===== src/rtl/voice_allocator.sv =====
// Dynamic voice scheduler: routes single-stream note requests onto three chord-player voices.
// Optional build macro VOICE_STEAL_EN: with every voice busy, a note overwrites the oldest voice.
module voice_allocator #(
  parameter int NOTE_W = 6,
  parameter int DUR_W  = 6
) (
  input  logic              clk,
  input  logic              reset,
  input  logic              play,
  input  logic              req_valid,
  input  logic [NOTE_W-1:0] req_note,
  input  logic [DUR_W-1:0]  req_duration,
  output logic              req_ready,
  output logic [NOTE_W-1:0] note1,
  output logic [NOTE_W-1:0] note2,
  output logic [NOTE_W-1:0] note3,
  output logic [DUR_W-1:0]  duration1,
  output logic [DUR_W-1:0]  duration2,
  output logic [DUR_W-1:0]  duration3,
  output logic              new_note1,
  output logic              new_note2,
  output logic              new_note3,
  input  logic              note_done1,
  input  logic              note_done2,
  input  logic              note_done3,
  output logic [2:0]        busy,
  output logic              all_idle
);

  logic [2:0]        busy_q;
  logic [2:0]        new_q;
  logic [1:0]        rank_q [3];
  logic [NOTE_W-1:0] note_q [3];
  logic [DUR_W-1:0]  dur_q  [3];

  logic [2:0] free;
  logic [2:0] done;
  logic [2:0] sel;
  logic [2:0] load;
  logic [1:0] old_rank;
  logic       is_rest;
  logic       accept;

  assign free    = ~busy_q;
  assign done    = {note_done3, note_done2, note_done1};
  assign is_rest = (req_note == '0);

`ifdef VOICE_STEAL_EN
  // Rests and free voices are always acceptable, and a full allocation steals.
  assign req_ready = play;
`else
  assign req_ready = play & (is_rest | (|free));
`endif

  assign accept = req_valid & req_ready;

  always_comb begin
    sel = 3'b000;
    if (free[0])      sel = 3'b001;
    else if (free[1]) sel = 3'b010;
    else if (free[2]) sel = 3'b100;
`ifdef VOICE_STEAL_EN
    else begin
      for (int i = 0; i < 3; i++)
        if (rank_q[i] == 2'd2) sel[i] = 1'b1;
    end
`endif
  end

  assign load = (accept && !is_rest) ? sel : 3'b000;

  always_comb begin
    old_rank = 2'd0;
    for (int i = 0; i < 3; i++)
      if (load[i]) old_rank = rank_q[i];
  end

  always_ff @(posedge clk) begin
    if (!reset) begin
      busy_q <= 3'b000;
      new_q  <= 3'b000;
      for (int i = 0; i < 3; i++) begin
        rank_q[i] <= 2'(i);
        note_q[i] <= '0;
        dur_q[i]  <= '0;
      end
    end else begin
      // A load on the same voice as its done pulse keeps the voice allocated.
      busy_q <= (busy_q & ~done) | load;
      new_q  <= load;
      for (int i = 0; i < 3; i++) begin
        if (load[i]) begin
          note_q[i] <= req_note;
          dur_q[i]  <= req_duration;
        end
        if (|load) begin
          if (load[i])                   rank_q[i] <= 2'd0;
          else if (rank_q[i] < old_rank) rank_q[i] <= rank_q[i] + 2'd1;
        end
      end
    end
  end

  assign busy      = busy_q;
  assign all_idle  = (busy_q == 3'b000);
  assign note1     = note_q[0];
  assign note2     = note_q[1];
  assign note3     = note_q[2];
  assign duration1 = dur_q[0];
  assign duration2 = dur_q[1];
  assign duration3 = dur_q[2];
  assign new_note1 = new_q[0];
  assign new_note2 = new_q[1];
  assign new_note3 = new_q[2];

endmodule


===== config.mk =====
export PLATFORM = sky130hd
export DESIGN_NAME = voice_allocator
export DESIGN_NICKNAME = d
export VERILOG_FILES = /design/src/rtl/voice_allocator.sv
export SDC_FILE = /design/constraint.sdc
export NUM_CORES = 1
export LEC_CHECK = 0
export CORE_MARGIN = 1
export CORE_UTILIZATION = 30
export DETAILED_ROUTE_END_ITERATION = 12
export GPL_TIMING_DRIVEN = 0
export SLEW_MARGIN = 40
export SYNTH_ARGS = -nofsm -noshare
export SYNTH_HDL_FRONTEND = slang
export SYNTH_SLANG_ARGS = --single-unit

===== constraint.sdc =====
create_clock -name clk -period 2.9 [get_ports clk]
set_input_delay 0.29 -clock clk [delete_from_list [all_inputs] [get_ports clk]]
set_output_delay 0.29 -clock clk [all_outputs]
set_load 0.01 [all_outputs]

After elaboration in Yosys (flattened, before gate mapping)
Memories as Yosys holds them, arrays and structs flattened. Cells that the tools add are included.

Add/subtract/negate cells: 0. Multipliers: 0. Div/mod/pow operators: 0. Order comparisons: 0. Eq/ne operators: 0. Shift-type cells: 0. Multiplexer cells: 20. Bitwise operators: 13. Reduce and logical (&&, ||, !) cells: 5.

Operator list (count): 2-to-1 mux 6 bit (6); 2-to-1 mux 3 bit (4); 2-to-1 mux 1 bit (10); OR 1 bit (7); zero test 6 bit (1); inverter 3 bit (2); AND 3 bit (1); zero test 3 bit (1); OR 3 bit (1); OR reduction 3 bit (1); AND 1 bit (2); logical AND 1 bit (1); zero test 1 bit (1).

Register bits: 6. Bits in latches: 0. RAM bits: 36. Memory bits (read-only): 0. Input port bits: 19. Output and inout bits: 44. Word-level logic and storage cells: 42. Memories kept: 2.

Memories: dur_q (depth 3, bits a word 6, rd ports 3, clocked after memory_dff 0, wr ports 3, RTL line 34) `logic [DUR_W-1:0] dur_q [3];`; note_q (depth 3, bits a word 6, rd ports 3, clocked after memory_dff 0, wr ports 3, RTL line 33) `logic [NOTE_W-1:0] note_q [3];`.

Logic depth before layout (Yosys ltp)
Gate-level depths: netlist of the first run.

Depth in word-level cells: 11. Gate-level depth with buffers: 5. Mapped depth without buffers: 3.

Worst setup path before layout of the first run
No wires, ideal clock.

Path kind: flip-flop to flip-flop. From: reg busy_q[0] (netlist: busy[0]). To: mem dur_q[2][0] (netlist: dur_q[0][12]) (enable). Setup time: 398 ps. Data arrival time: 1581 ps. Required time: 2502 ps. Path slack: 921 ps. Stages on the path, launching flop included: 4. Buffers on the path: 1. Clock period less this slack: 1979 ps. Cell sequence: dfxtp_1 -> buf_2 -> nand3b_1 -> o21ai_0.

RTL lines: start, declared (RTL line 30) `logic [2:0] busy_q;`; start signal, assigned (RTL line 89) `busy_q <= (busy_q & ~done) | load;`; end, declared (RTL line 34).

Final worst setup path of the first run
From: in req_note[3]. To: out req_ready.

Word-level cells in the longest chain between the ends: 3.

RTL lines: start, declared (RTL line 11) `input logic [NOTE_W-1:0] req_note,`; zero test 6 bit (RTL line 46) `assign is_rest = (req_note == '0);`; OR 1 bit (RTL line 52) `assign req_ready = play & (is_rest | (|free));`; AND 1 bit (RTL line 52); end, declared (RTL line 13) `output logic req_ready,`.

No other way between the ends.

==> flow_summary.json, run 1 <==
{
  "status": "complete, no violations",
  "hpwlAfterDp_mm": 2.30,
  "syn-cell-area_um2": 1450,
  "grt_util_met1_pct": 16.3,
  "final_layout_size_suffix_gt1_share_pct": 12.3,
  "path_clk_slew_ns": 0.07,
  "final_common_cell": "clkdlybuf4s50_1",
  "syn_area_per_cell_um2": 17.9,
  "hold_path.class": "flip-flop to flip-flop",
  "fp.dieH_um": 71.5,
  "root_buffer": "clkbuf_8",
  "holdBufCountCts": 0,
  "ir_drop_v": 0.000199,
  "final_cells": 206,
  "drc_errors": 0,
  "postCtsResizedCells": 0,
  "synth_seq_cells": 42,
  "crit_arrival_ns": 2.31,
  "worstPathMaxFanout": 7,
  "ant_nets": 0,
  "crit_slowest_cell": "or4_4",
  "syn-num-nets": 100,
  "crit_type": "input pin to output port",
  "numPortBuffers": 62,
  "relSlewSlack_pct": 65.2,
  "dr.pass1.iters": 4,
  "seq_area_um2": 1200,
  "placed_cell_area_um2": 2170,
  "worstMarginPinSlew_ns": 0.517,
  "leakagePower_nw": 0.823,
  "rr_worst_depth": 5,
  "clockBufferDepth": 2,
  "fin_ws_ns": 0.299,
  "place_ws_ns": 0.289,
  "place_inst": 198,
  "slew_viol_final": 0,
  "start_util_pct": 32.1,
  "multiInputGateArea_um2": 245,
  "cts_setup_buffers": 0,
  "startpoint": "req_note[3]",
  "antenna_found_initial": 0,
  "hold_viol": 0,
  "synth.distinct_cells": 21,
  "die_x_um": 71.5,
  "path_cells": "clkdlybuf4s50_1 -> or4_4 -> or2_4 -> a41oi_2 -> clkdlybuf4s50_1",
  "die_area_um2": 5110,
  "critical_path_required_ns": 2.61,
  "setup_violations": 0,
  "skew_ns": 0.00350,
  "most-common-layout-cells": "62 x clkdlybuf4s50_1, 36 x edfxtp_1, 7 x and3_1, 6 x and2_1, 6 x dfxtp_1",
  "grt_max_degree": 13,
  "tritoncts": "built",
  "critPathMaxStageDelay_ns": 0.56,
  "grt_pass1_wl_mm": 4.86,
  "regToRegStartpoint": "busy[0]",
  "drtIter0Drc": 139,
  "grt_util_met3_pct": 5.06,
  "clk-insertion-delay-late_ns": 0.28,
  "clkSinkCount": 42,
  "rsz0062_at_grt": "false",
  "grt_overflow": 0,
  "timing.fmax_ghz": 0.384,
  "vias": 949,
  "gp_congestion": 0.751,
  "areaGrowthSynthToFinish_pct": 55.3,
  "synthCells": 81,
  "end_kind": "output port",
  "min_period_ns": 2.60,
  "nets": 172,
  "grt_pass1_vias": 961,
  "wire_per_inst_um": 14.7,
  "endpoint": "req_ready",
  "r2r_slack_ns": 1.35,
  "fillers": 388,
  "boundaryPins": 63,
  "drt-vias-per-instance": 4.61,
  "yosysWarnings": 0,
  "utilization_pct": 49.9,
  "diodes": 0,
  "power.density_nw_per_um2": 526,
  "regToRegEndpoint": "note_q[0][3]",
  "htreeDepth": 2,
  "numCtsBuffers": 5,
  "rows": 24,
  "top_usage_layer": "met2",
  "crit_top_cell": "clkdlybuf4s50_1",
  "use_met2_pct": 20.5,
  "fin_crit_sh_pct": 89.7,
  "maxCapViolations": 0,
  "coreArea_um2": 4500,
  "crit_path_start_kind": "input pin",
  "routed_wl_mm": 3.04,
  "yosysSeqAreaShare_pct": 83.0,
  "gr-usage-all-layers_pct": 12.7,
  "final_area_um2": 2250
}
per-stage QoR:
stage          hold slack, ns  power, mW  TNS (ns)
2_1_floorplan           0.384      0.753         0
3_3_place_gp            0.538      0.850     -5.22
3_5_place_dp            0.551      0.857         0
4_1_cts                 0.551       1.20         0
5_1_grt                 0.572       1.23         0
6_report                0.553       1.18         0
metal layers:
metal  wire length [µm]  vias up
met5                  0        -
li1                   -      451
met2               1470       49
met3                253        3
met1               1290      446
met4                 19        0
sequential cells by signal (all words and copies together), names as in the netlist:
| signal | count |
|---|---|
| busy | 3 |
| note_q | 18 |
| dur_q | 18 |
| new_q | 3 |
critical path, delay by kind of cell:
| family | cells | cell delay, ns |
|---|---|---|
| buf+inv | 2 | 0.97 |
| compound gates | 1 | 0.20 |
| simple gates | 2 | 0.85 |
power by group:
group	switching [mW]	total (mW)	internal [mW]	leakage, nW
registers	0.00914	0.697	0.688	0.423
logic	0.0600	0.144	0.0845	0.357
clock network	0.175	0.340	0.165	0.0426
how the worst min path moves through the flow:
stage,start,endpoint,slack (ns),cells past startpoint
global route,note_done3,busy[2],0.57,2
detailed placement,busy[2],busy[2],0.55,2
CTS,note_done3,busy[2],0.55,2
finish,busy[2],busy[2],0.55,2
floorplan,note_done3,busy[2],0.38,1
global placement,busy[2],busy[2],0.54,2
synth_stat cells:
cell,number,area share (%)
o22ai_1,1,0.43
nand2b_1,1,0.43
and3_1,7,3.0
o211ai_2,1,0.86
a41oi_2,1,1.1
nand3_1,1,0.35
dfxtp_1,6,8.3
edfxtp_1,36,75
nor3_1,1,0.35
o21ai_0,6,2.1
nor2_1,3,0.78
inv_1,1,0.26
or4_4,1,0.78
or2_4,1,0.61
buf_2,1,0.35
and2_2,1,0.52
or2_2,1,0.43
and2_1,6,2.6
nand3b_1,3,1.6
nand2_1,1,0.26
clkbuf_1,1,0.26
cells by family after synthesis:
group                  synth area share, %
AOI/OAI and AO/OA                     4.49
and+or+nand+nor                       11.7
DFF                                   83.0
buffers and inverters                0.863
area by class of cell:
| class | instances | area share, % |
|---|---|---|
| buffer | 2 | 0.390 |
| clock buffer | 6 | 3.23 |
| clock inverter | 2 | 0.390 |
| inverter | 1 | 0.167 |
| multi-input combinational | 36 | 10.9 |
| sequential | 42 | 53.4 |
| tap | 52 | 2.89 |
| timing repair buffer | 65 | 28.6 |
(Power assumes the default switching activity.)
==> inputs of run 2 (changes only) <==
--- a/config.mk
+++ b/config.mk
@@ -9,6 +9,7 @@
 export CORE_UTILIZATION = 30
 export DETAILED_ROUTE_END_ITERATION = 12
 export GPL_TIMING_DRIVEN = 0
+export SKIP_CTS_REPAIR_TIMING = 1
 export SLEW_MARGIN = 40
 export SYNTH_ARGS = -nofsm -noshare
 export SYNTH_HDL_FRONTEND = slang
==> constraint.sdc (replaced) <==
create_clock -name clk -period 2.9 [get_ports clk]
set_input_delay 0.29 -clock clk [delete_from_list [all_inputs] [get_ports clk]]
set_output_delay 0.29 -clock clk [all_outputs]
set_load 0.1 [all_outputs]
==> run 2 against run 1 <==
Against the previous run: sequential power barely moved; critical endpoint unchanged; via count fell by 1.7%; critical path type unchanged; flip-flop and latch count did not move; wire length rose by 4.1%; final area fell by 9.2%; largest power group unchanged; count of clock-buffer cells in the layout fell by 1; maximum frequency rose by 4.6%; setup slack improved by 0.11 ns; largest cell class unchanged.
==> flow_summary.json, run 2 (synthesis results as in run 1) <==
{
  "final_area_um2": 2040,
  "clkSinkCount": 42,
  "hp-start": "note_done3",
  "clk-insertion-delay-late_ns": 0.29,
  "utilization_pct": 45.3,
  "timing.fmax_ghz": 0.402,
  "fin_crit_sh_pct": 85.8,
  "status": "complete, no violations",
  "die_area_um2": 5110,
  "antenna_found_initial": 0,
  "root_buffer": "clkbuf_8",
  "setup_violations": 0,
  "clockBufferDepth": 2,
  "tritoncts": "built",
  "routed_wl_mm": 3.16,
  "place_ws_ns": 0.411,
  "ir_drop_v": 0.000259,
  "boundaryPins": 63,
  "wire_per_inst_um": 15.4,
  "hpwlAfterDp_mm": 2.34,
  "regToRegStartpoint": "busy[0]",
  "gr-usage-all-layers_pct": 13.4,
  "power.density_nw_per_um2": 677,
  "die_x_um": 71.5,
  "hold_viol": 0,
  "relSlewSlack_pct": 66.3,
  "numPortBuffers": 62,
  "vias": 933,
  "htreeDepth": 2,
  "drtIter0Drc": 47,
  "rows": 24,
  "coreArea_um2": 4500,
  "hold_path.class": "input pin to flip-flop",
  "nets": 172,
  "final_common_cell": "buf_2",
  "crit_type": "input pin to output port",
  "most-common-layout-cells": "45 x buf_2, 36 x edfxtp_1, 18 x clkdlybuf4s50_1, 7 x and3_1",
  "grt_max_degree": 13,
  "gp_congestion": 0.693,
  "crit_path_start_kind": "input pin",
  "fp.dieH_um": 71.5,
  "areaGrowthSynthToFinish_pct": 41.1,
  "min_period_ns": 2.49,
  "diodes": 0,
  "skew_ns": 0.00878,
  "slew_viol_final": 0,
  "crit_arrival_ns": 2.20,
  "grt_pass1_wl_mm": 4.94,
  "reg_top3": "dur_q (18), note_q (18)",
  "critical_path_required_ns": 2.61,
  "leakagePower_nw": 0.866,
  "placed_cell_area_um2": 1960,
  "end_kind": "output port",
  "holdWs_ns": 0.531,
  "startpoint": "req_note[3]",
  "worstPathMaxFanout": 7,
  "final_layout_size_suffix_gt1_share_pct": 42.5,
  "grt_overflow": 0,
  "numCtsBuffers": 5,
  "start_util_pct": 32.1,
  "ant_nets": 0,
  "rsz0062_at_grt": "false",
  "path_clk_slew_ns": 0.08,
  "maxCapViolations": 0,
  "worstMarginPinSlew_ns": 0.500,
  "dr.pass1.iters": 4,
  "drt-vias-per-instance": 4.55,
  "drc_errors": 0,
  "grt_pass1_vias": 958,
  "fin_ws_ns": 0.413
}
-- run 2: critical path: stages --
cell and delay (ns):
clkdlybuf4s50_1 0.42, or4_4 0.57, or2_4 0.29, a41oi_2 0.19
buf_2 0.44
-- run 2: power by group --
part           leakage [nW]  total (mW)  switching, mW  internal, mW
sequential            0.423       0.696        0.00806         0.688
combinational         0.400       0.338          0.282        0.0555
clock                0.0438       0.349          0.187         0.161
total                 0.866        1.38          0.477         0.904
-- run 2: layout make-up --
class / count / area, µm²
clock inverter: 2 / 10.0
clock buffer: 5 / 68.8
fill: 423 / 2460
multi-input combinational: 36 / 250
tap: 52 / 65.1
buffer: 2 / 8.76
timing repair buffer: 65 / 434
inverter: 1 / 3.75
sequential: 42 / 1200
-- run 2: metrics by stage --
| stage | setup TNS, ns | power [mW] | instances |
|---|---|---|---|
| floorplan | 0 | 0.975 | 81 |
| global placement | -5.82 | 1.07 | 195 |
| detailed placement | 0 | 1.05 | 198 |
| CTS | 0 | 1.40 | 205 |
| global route | 0 | 1.43 | 205 |
| finish | 0 | 1.38 | 205 |
-- run 2: metal layers --
metal  GRT usage (%)  vias to the layer above  part of all wire (%)
met2            20.8                       47                    44
met4            5.88                        0                   1.7
met1            16.7                      429                    46
met3            5.06                        5                   7.9
met5               0                        -                     0
li1                -                      452                     -
-- run 2: path summary, 6_finish.rpt --
check	end	slack [ns]	cells after the start
setup / recovery	req_ready	0.41	5
hold / removal	busy[2]	0.53	2
setup reg to reg	note_q[0][3]	1.34	5
hold reg to reg	busy[2]	0.57	2
==> inputs of run 3 (changes only) <==
--- a/config.mk
+++ b/config.mk
@@ -7,6 +7,7 @@
 export LEC_CHECK = 0
 export CORE_MARGIN = 1
 export CORE_UTILIZATION = 30
+export CTS_CLUSTER_SIZE = 28
 export DETAILED_ROUTE_END_ITERATION = 12
 export GPL_TIMING_DRIVEN = 0
 export SKIP_CTS_REPAIR_TIMING = 1
@@ -14,3 +15,4 @@
 export SYNTH_ARGS = -nofsm -noshare
 export SYNTH_HDL_FRONTEND = slang
 export SYNTH_SLANG_ARGS = --single-unit
+export TNS_END_PERCENT = 5
==> results of run 3 <==
Final layout, timing and power as in run 2 (identical DEF).
==> RTL change 1, RTL diff (settings of run 1) <==
Add a define of `VOICE_STEAL_EN`.
--- a/src/rtl/voice_allocator.sv
+++ b/src/rtl/voice_allocator.sv
@@ -1,4 +1,6 @@
 // Dynamic voice scheduler: routes single-stream note requests onto three chord-player voices.
 // Optional build macro VOICE_STEAL_EN: with every voice busy, a note overwrites the oldest voice.
+`define VOICE_STEAL_EN
+
 module voice_allocator #(
   parameter int NOTE_W = 6,
Check against the original RTL: not equivalent (a bounded check fails within 4 cycles, from zero or initial values and one cycle with reset low).
==> RTL change 1 against run 1 <==
- worst setup slack gained 240 ps
- global-route usage grew 1.4 points
- sequential cell count grew 6
- final cell count grew 58%
- synthesized cell count grew 94%
- cell area grew 32%
- routed wire length grew 66%
- non-clock buffer count grew 4
- combinational power grew 40%
- critical path depth grew 2
- synthesized area grew 46%
- total power grew 18%
- critical endpoint is now rank_q[0][0]
- largest power group unchanged
==> RTL change 1: results <==
export IMPL_syn_nets=179
export IMPL_met1_usage_pct=18.7
export IMPL_grt_first_pass_wirelength_mm=7.86
export IMPL_slowest_delay_ps=540
export IMPL_hold_class="in -> reg"
export IMPL_synth_edf_count=42
export IMPL_pg_comb_uw=201
export IMPL_finalNetCount=250
export IMPL_ff2ff_path_depth=7
export IMPL_swShare_pct=23.7
export IMPL_worstPathMaxFanout=4
export IMPL_worst_clock_skew_ps=8.33
export IMPL_synth_common_cells="42 x edfxtp_1, 8 x and2_1, 8 x and3_1, 8 x inv_1, 7 x nand2_1"
export IMPL_hold_worst_slack_ps=602
export IMPL_grtUsageMet2_pct=22.2
export IMPL_clk_latency_ps=300
export IMPL_status="completed"
export IMPL_critPathCapture="rank_q[0][0]"
export IMPL_total_power_mw=1.39
export IMPL_synth_cell_types=52
export IMPL_worstHoldStart="note_done2"
export IMPL_layout_drive_gt1_share_pct=12.7
export IMPL_drt_met1_wl_mm=2.34
export IMPL_seq_power_share_pct=57.6
export IMPL_r2r_start="rank_q[1][0]"
export IMPL_synth_seq_area_share_pct=65.2
export IMPL_fillerInstances=631
export IMPL_use_met3_pct=3.85
export IMPL_holdPathStages=3
export IMPL_routed_wl_met3_um=302
export IMPL_place_area_um2=2880
export IMPL_slew_headroom_pct=62.0
export IMPL_routed_wl_mm=5.06
export IMPL_fin_cells=325
export IMPL_grt_max_degree=16
export IMPL_arrival_ps=2340
export IMPL_globalplace_congestion=0.858
export IMPL_drtIter0Drc=143
export IMPL_setup_slack_ps=540
export IMPL_hpwl_mm=3.69
export IMPL_dp_cells=317
export IMPL_met2_length_mm=2.34
export IMPL_dp_slack_ps=197
RTL change 1: changes by cell type after synthesis, sizes merged, moves of 3 or more:
cell	before	now
nor2	3	6
a21oi	0	5
nand3b	3	0
nand4	0	3
nor3	1	4
a211oi	0	3
inv	1	8
o31ai	0	3
buf	1	4
nand2	1	7
edfxtp	36	42
ha	0	3
RTL change 1: cell families after synthesis:
logic type,share of synthesized area (%)
simple gates,13.9
buf+inv,3.37
compound gates,15.2
fa+ha+maj,2.25
flops,65.2
RTL change 1: layout make-up:
type	count	area [um^2]	area share [%]
flip-flops and latches	48	1380	46.4
multi-input cells	94	683	22.9
repair buffers	64	636	21.3
well taps	96	120	4.03
clock buffers	5	68.8	2.31
plain buffers	7	41.3	1.39
inverters	8	30.0	1.01
clock inverters	3	17.5	0.588
RTL change 1: worst register-to-register path, stage by stage, from the launching register on:
cell and delay, ps:
edfxtp_1 450, inv_1 120, ha_1 230, a21bo_2 170, o2111ai_1 110, a211oi_1 540
a21oi_1 100, o31ai_1 320
==> RTL change 2, RTL diff (flow settings as in run 1) <==
Without the edit above. Reset style: asynchronous (`reset`), changed in one clocked block.
--- a/src/rtl/voice_allocator.sv
+++ b/src/rtl/voice_allocator.sv
@@ -76,5 +76,5 @@
   end
 
-  always_ff @(posedge clk) begin
+  always_ff @(posedge clk or negedge reset) begin
     if (!reset) begin
       busy_q <= 3'b000;
Function: differs if reset is asserted again (counterexample within 4 cycles, from zero or initial values and one cycle with reset low); with reset held inactive, the same outputs for 10 cycles.
==> RTL change 2 against run 1 <==
- count of clock-buffer cells in the layout is the same
- cell area increased by 15%
- synthesized area rose by 18%
- routed wire length rose by 21%
- worst setup slack gained 170 ps
- sequential cell count unchanged
- non-clock buffer count fell by 1
Power is not compared: it rests on default switching activity, and its combinational part moved more than twofold at a synthesized area within 25%.
==> RTL change 2: results <==
export IMPL_synth_common_cells="42 x dfrtp_1, 21 x mux2_4, 15 x mux2_2, 4 x inv_1"
export IMPL_hold_worst_slack_ps=512
export IMPL_fin_cells=242
export IMPL_vias=1071
export IMPL_grt_first_pass_wirelength_mm=6.22
export IMPL_holdPathStages=1
export IMPL_worst_clock_skew_ps=5.37
export IMPL_syn_nets=118
export IMPL_grtUsageMet2_pct=21.7
export IMPL_ir_drop_mv=0.270
export IMPL_arrival_ps=2140
export IMPL_ff2ff_path_depth=4
export IMPL_met2_length_mm=1.76
export IMPL_ys_async_sr_fraction_pct=100
export IMPL_slowest_delay_ps=530
export IMPL_hpwl_mm=2.61
export IMPL_synth_compound_area_share_pct=4.01
export IMPL_r2r_start="busy[1]"
export IMPL_routed_wl_met3_um=175
export IMPL_fillerInstances=473
export IMPL_synth_area_leaders="dfrtp_1 61%, mux2_4 18%, mux2_2 9.8%"
export IMPL_synthMuxAreaShare_pct=28.2
export IMPL_avgSynthCellArea_um2=17.3
export IMPL_dp_cells=233
export IMPL_firstDrtPassIters=4
export IMPL_finalNetCount=188
export IMPL_grt_max_degree=43
export IMPL_synth_cell_types=19
export IMPL_reg2reg_to="duration2[4]"
export IMPL_slowest_stage="clkdlybuf4s50_1"
export IMPL_multiInputGateArea_um2=612
export IMPL_layout_drive_gt1_share_pct=31.2
export IMPL_nNonClkBuffers=66
export IMPL_tightestPinTransition_ps=518
export IMPL_wl_per_cell_um=15.2
export IMPL_met1_usage_pct=17.7
export IMPL_nonClkBufAreaFrac_pct=25.8
export IMPL_status="completed"
export IMPL_globalplace_congestion=0.771
export IMPL_multi_input_cells=50
export IMPL_drtIter0Drc=29
export IMPL_drt_met1_wl_mm=1.71
export IMPL_use_met3_pct=4.35
==> RTL change 2: changes by cell type in the layout (fill, tap and decap cells not counted), moves of 7 or more <==
| cell | change |
|---|---|
| dfrtp_1 | +42 |
| edfxtp_1 | -36 |
| mux2_4 | +21 |
| mux2_2 | +15 |
| and3_1 | -7 |
==> RTL change 2: worst max-delay path: cells and delay by family <==
kind | cells | cell delay [ps]
AOI/OAI and AO/OA | 1 | 120
buffers and inverters | 2 | 1030
and+or+nand+nor | 2 | 700
==> RTL change 2: per-stage QoR <==
stage	setup WS [ps]	cell area (um^2)	util [%]
6_report	472	2580	46.8
3_3_place_gp	441	2430	44.1
3_5_place_dp	442	2420	44.0
4_1_cts	438	2580	46.8
2_1_floorplan	1390	1720	-
5_1_grt	370	2580	46.8
==> RTL change 2: what timing repair did <==
item | CTS | global route
hold buffers | 1 | 0
buffers inserted | 0 | 0
endpoints found under the hold margin | 42 | 0
